$ cat src/rtl/mem_access_seq.sv
// SRAM access sequencer: turns single-word read/write requests into timed, active-low SRAM strobe sequences.
// Optional `MEM_ACCESS_STAT_EN adds saturating read/write completion counters (Rd_Count, Wr_Count).
module mem_access_seq #(
   parameter int unsigned WAIT_CYCLES = 2
) (
   input  logic        Clk,
   input  logic        Reset,
   input  logic        Req_Read,
   input  logic        Req_Write,
   input  logic [15:0] Addr,
   input  logic [15:0] Wdata,
   output logic [15:0] Rdata,
   output logic        Busy,
   output logic        Done,
   output logic [19:0] ADDR,
   output logic        Mem_CE,
   output logic        Mem_OE,
   output logic        Mem_WE,
   output logic        Mem_UB,
   output logic        Mem_LB,
   output logic [15:0] Data_to_SRAM,
   input  logic [15:0] Data_from_SRAM,
   output logic        Drive_En
`ifdef MEM_ACCESS_STAT_EN
   ,
   output logic [15:0] Rd_Count,
   output logic [15:0] Wr_Count
`endif
);

   typedef enum logic [2:0] {
      S_IDLE,
      S_SETUP,
      S_ACCESS,
      S_HOLD,
      S_DONE
   } state_t;

   localparam logic [3:0] WAIT_LOAD = 4'(WAIT_CYCLES - 1);

   state_t      state, state_nxt;
   logic        is_write, is_write_nxt;
   logic [3:0]  wait_cnt;
   logic [15:0] addr_q;

   logic ce_nxt, oe_nxt, we_nxt, bs_nxt, de_nxt, busy_nxt, done_nxt;

   // NOTE: every signal driven in always_comb gets a default first, so no path leaves it unassigned (no latch).
   always_comb begin
      state_nxt    = state;
      is_write_nxt = is_write;
      case (state)
         S_IDLE: begin
            if (Req_Write || Req_Read) begin
               state_nxt    = S_SETUP;
               is_write_nxt = Req_Write;
            end
         end
         S_SETUP:  state_nxt = S_ACCESS;
         S_ACCESS: if (wait_cnt == 4'd0) state_nxt = S_HOLD;
         S_HOLD:   state_nxt = S_DONE;
         S_DONE:   state_nxt = S_IDLE;
         default:  state_nxt = S_IDLE;
      endcase
   end

   // Pin values are decoded from the upcoming state and then registered, keeping Req_* off the SRAM pins.
   always_comb begin
      ce_nxt   = 1'b1;
      oe_nxt   = 1'b1;
      we_nxt   = 1'b1;
      bs_nxt   = 1'b1;
      de_nxt   = 1'b0;
      busy_nxt = 1'b0;
      done_nxt = 1'b0;
      case (state_nxt)
         S_SETUP: begin
            ce_nxt   = 1'b0;
            bs_nxt   = 1'b0;
            busy_nxt = 1'b1;
            if (is_write_nxt) de_nxt = 1'b1;
            else              oe_nxt = 1'b0;
         end
         S_ACCESS: begin
            ce_nxt   = 1'b0;
            bs_nxt   = 1'b0;
            busy_nxt = 1'b1;
            if (is_write_nxt) begin
               we_nxt = 1'b0;
               de_nxt = 1'b1;
            end else begin
               oe_nxt = 1'b0;
            end
         end
         S_HOLD: begin
            ce_nxt   = 1'b0;
            bs_nxt   = 1'b0;
            busy_nxt = 1'b1;
            de_nxt   = is_write_nxt;
         end
         S_DONE: begin
            busy_nxt = 1'b1;
            done_nxt = 1'b1;
         end
         default: ;
      endcase
   end

   // NOTE: sequential state uses non-blocking assignments and every register here has an async reset value.
   always_ff @(posedge Clk or posedge Reset) begin
      if (Reset) begin
         state        <= S_IDLE;
         is_write     <= 1'b0;
         wait_cnt     <= 4'd0;
         addr_q       <= 16'h0000;
         Data_to_SRAM <= 16'h0000;
         Rdata        <= 16'h0000;
         Mem_CE       <= 1'b1;
         Mem_OE       <= 1'b1;
         Mem_WE       <= 1'b1;
         Mem_UB       <= 1'b1;
         Mem_LB       <= 1'b1;
         Drive_En     <= 1'b0;
         Busy         <= 1'b0;
         Done         <= 1'b0;
      end else begin
         state    <= state_nxt;
         is_write <= is_write_nxt;
         Mem_CE   <= ce_nxt;
         Mem_OE   <= oe_nxt;
         Mem_WE   <= we_nxt;
         Mem_UB   <= bs_nxt;
         Mem_LB   <= bs_nxt;
         Drive_En <= de_nxt;
         Busy     <= busy_nxt;
         Done     <= done_nxt;

         if (state == S_IDLE && (Req_Write || Req_Read)) begin
            addr_q       <= Addr;
            Data_to_SRAM <= Wdata;
         end

         if (state == S_SETUP) begin
            wait_cnt <= WAIT_LOAD;
         end else if (state == S_ACCESS && wait_cnt != 4'd0) begin
            wait_cnt <= wait_cnt - 4'd1;
         end

         // Read data is sampled on the edge that closes the last strobed cycle.
         if (state == S_ACCESS && wait_cnt == 4'd0 && !is_write) begin
            Rdata <= Data_from_SRAM;
         end
      end
   end

   assign ADDR = {4'b0000, addr_q};

`ifdef MEM_ACCESS_STAT_EN
   always_ff @(posedge Clk or posedge Reset) begin
      if (Reset) begin
         Rd_Count <= 16'h0000;
         Wr_Count <= 16'h0000;
      end else if (state == S_DONE) begin
         if (is_write) begin
            if (Wr_Count != 16'hFFFF) Wr_Count <= Wr_Count + 16'd1;
         end else begin
            if (Rd_Count != 16'hFFFF) Rd_Count <= Rd_Count + 16'd1;
         end
      end
   end
`endif

endmodule

$ cat config.mk
export PLATFORM = sky130hd
export DESIGN_NAME = mem_access_seq
export DESIGN_NICKNAME = d
export VERILOG_FILES = /design/src/rtl/mem_access_seq.sv
export SDC_FILE = /design/constraint.sdc
export NUM_CORES = 1
export LEC_CHECK = 0
export ABC_AREA = 1
export BUFFER_PORTS_ARGS = -buffer_cell sky130_fd_sc_hd__buf_2
export CORE_ASPECT_RATIO = 0.9
export CORE_UTILIZATION = 45
export DETAILED_ROUTE_END_ITERATION = 12
export GPL_TIMING_DRIVEN = 0
export HOLD_SLACK_MARGIN = 0.03
export PLACE_DENSITY = 0.81
export SYNTH_ARGS = -nofsm -noshare
export SYNTH_HDL_FRONTEND = slang
export SYNTH_SLANG_ARGS = --single-unit
$ cat constraint.sdc
create_clock -name Clk -period 2.04 [get_ports Clk]
set_input_delay 0.306 -clock Clk [delete_from_list [all_inputs] [get_ports Clk]]
set_output_delay 0.306 -clock Clk [all_outputs]
set_load 0.02 [all_outputs]
==> impl_metrics.py <==
metrics = {
    "clocking": {
        "cts_buffer_depth": 2,
        "cts_hold_buf": 0,
        "cts_tree": "yes",
        "postCtsSetupBuffers": 0,
        "clock-sinks": 62,
        "clkTransAtPathRegs_ps": 60,
        "insertion_delay_ps": 340,
        "cts_buffers": 9,
        "h-tree-depth": 3,
        "cts_resized": 0,
        "cts.root.buffer_cell": "clkbuf_8",
    },
    "layout": {
        "syn_to_final_growth_pct": 33.92,
        "layout_commonest_cell": "nand2_1",
        "drive_gt1_share_pct": 36.32,
        "n_antenna_cell": 0,
        "finalNetCount": 462,
        "final_cell_mix": "nand2_1 (149), buf_2 (110), dfrtp_1 (59), nand3_1 (27), inv_1 (16)",
    },
    "routing": {
        "drt_iter0_drc": 60,
        "ant_nets": 0,
        "wl_mm": 5.455,
        "drc": 0,
        "vias_per_cell": 4.556,
        "first_pass_iters": 6,
        "dr_total_vias": 2187,
        "wl_per_cell_um": 11.36,
    },
    "global_routing": {
        "grt.busiest_layer": "met2",
        "grt_use_total_pct": 19.02,
        "overflow": 0,
        "use_met1_pct": 21.71,
        "antenna_found_initial": 0,
        "grt_first_pass_wirelength_mm": 8.252,
        "met3_usage_pct": 8.696,
        "grt_pass1_vias": 1931,
        "grt_start_max_net_pins": 33,
        "grtUsageMet2_pct": 31.85,
    },
    "sta": {
        "setup_viol_count_final": 0,
        "timing.fmax_mhz": 636.4,
        "skew_ps": 5.436,
        "rsz0062_at_grt": "false",
        "worst_pin_slew_ps": 684.5,
        "relSlewSlack_pct": 54.30,
        "finalHoldViolations": 0,
        "min_period_ps": 1571,
        "timing.final.crit_share_pct": 77.02,
        "final_max_slew_viol_count": 0,
        "worst_slack_ps": 468.8,
    },
    "logic_synthesis": {
        "syn_area_um2": 2571,
        "synth_seq_cells": 62,
        "synthSimpleGateAreaFrac_pct": 30.80,
        "muxShareOfSynthArea_pct": 0,
        "synth_xor_area_share_pct": 0.3406,
        "synthAdderAreaFrac_pct": 0.4866,
        "synth_cell_type_count": 21,
        "ys_seq_area_share_pct": 60.49,
        "synth_cells": 287,
        "synth-compound-area-share_pct": 0,
        "synth_top_family_by_area": "simple AND/OR/NAND/NOR gates",
        "yosysWarnings": 0,
        "avgSynthCellArea_um2": 8.959,
    },
    "placed_design": {
        "place_congestion": 0.7719,
        "place_hpwl_mm": 4.106,
        "port_buffers": 107,
        "place_ws_ps": 471.7,
    },
    "run": {
        "drv_cap": 0,
    },
    "power": {
        "leakage_nw": 2.075,
        "p_total_mw": 6.215,
        "irDropWorstVdd_mv": 1.045,
        "p_per_area_nw_per_um2": 1805,
    },
    "floorplan": {
        "die_area_um2": 6021,
        "start_util_pct": 47.79,
        "pin_count": 112,
        "core-area_um2": 5380,
        "die_h_um": 73.71,
        "die_w_um": 81.68,
        "rows": 25,
    },
    "worst_setup_path": {
        "worst_setup_path_start_kind": "register",
        "r2r-end": "Rdata[5]",
        "r2r_cells": 8,
        "cp-end-kind": "register",
        "cp_data_arrival_time_ps": 1790,
        "r2r-start": "wait_cnt[0]",
        "regToRegSetupSlack_ps": 470,
        "crit_fanout": 10,
        "path_class": "reg2reg",
        "required_ps": 2260,
    },
    "run_status": {
        "status": "complete, no violations",
    },
    "min_path": {
        "hp-class": "in2async",
    },
}
through the flow:
step	hold WS, ps	util, %	TNS, ps	std cells	area (µm²)
2_1_floorplan	415.6	-	0	290	2582
3_3_place_gp	449.1	59.51	-29210	464	3202
3_5_place_dp	453.2	59.88	0	465	3222
4_1_cts	79.64	64.00	0	480	3443
5_1_grt	109.6	64.00	0	480	3443
6_report	71.38	64.00	0	480	3443
worst max-delay path: stages (launching register included):
cell and delay, ps:
dfrtp_1 380, inv_1 110, ha_1 240, nand3_2 150
nor2_8 190, nand2_4 100, buf_6 150, nand2_1 60
nand2_1 60
cell type report:
type	instances	area (µm²)
buffer	16	127.6
clock buffer	11	151.4
clock inverter	4	70.07
fill	483	1937
inverter	19	71.32
multi-input combinational	193	828.3
sequential	62	1555
tap	67	83.83
timing repair buffer	108	555.5
kinds of logic (layout without fill, tap and decap cells):
kind of cell / count (synthesis) / count (layout)
fa+ha+maj: 1 / 1
simple gates: 187 / 187
flops: 62 / 62
buf+inv: 35 / 158
xor+xnor: 1 / 1
other cells: 1 / 4
sequential cells by signal, summed over array words and instances (netlist names), 3 cells and up:
| name | flops |
|---|---|
| Rdata | 16 |
| wait_cnt | 4 |
| state | 3 |
| addr_q | 16 |
| Data_to_SRAM | 16 |
report_power, final:
group / leakage [nW] / internal, mW / switching, mW / total (mW)
logic: 1.20 / 0.970 / 1.88 / 2.85
clock network: 0.115 / 0.743 / 0.450 / 1.19
registers: 0.756 / 1.85 / 0.320 / 2.17
total: 2.08 / 3.56 / 2.65 / 6.21
synthesized netlist by cell type:
| library cell | number | area [µm²] |
|---|---|---|
| nand4_1 | 1 | 6.260 |
| clkbuf_1 | 1 | 3.750 |
| nand2_4 | 2 | 22.52 |
| nand3_2 | 2 | 20.02 |
| conb_1 | 1 | 3.750 |
| inv_1 | 17 | 63.81 |
| nand3_1 | 27 | 135.1 |
| clkinv_1 | 1 | 3.750 |
| nor2_1 | 3 | 11.26 |
| nand2_1 | 149 | 559.3 |
| ha_1 | 1 | 12.51 |
| buf_6 | 5 | 56.30 |
| nor2_8 | 1 | 20.02 |
| nor2_4 | 1 | 11.26 |
| nand2_2 | 1 | 6.260 |
| dfstp_2 | 3 | 78.83 |
| inv_2 | 1 | 3.750 |
| xor2_1 | 1 | 8.760 |
| buf_4 | 7 | 52.55 |
| dfrtp_1 | 59 | 1476 |
| buf_2 | 3 | 15.01 |
how the worst max path moves through the flow:
stage / endpoint / depth (start not counted) / slack (ps) / from
final: Rdata[5] / 8 / 470 / wait_cnt[0]
after global routing: Rdata[6] / 8 / 390 / wait_cnt[0]
after CTS: Rdata[5] / 8 / 460 / wait_cnt[0]
after detailed placement: Rdata[5] / 8 / 470 / wait_cnt[0]
after global placement: addr_q[5] / 2 / -500 / Reset
after floorplan: Busy / 1 / 200 / Reset
routing by layer:
| layer | vias to the layer above | wire [µm] |
|---|---|---|
| met3 | 7 | 464 |
| met4 | 0 | 46 |
| li1 | 1104 | - |
| met1 | 984 | 2425 |
| met2 | 92 | 2519 |
| met5 | - | 0 |
Note: power is estimated with default switching activity, not from simulation.
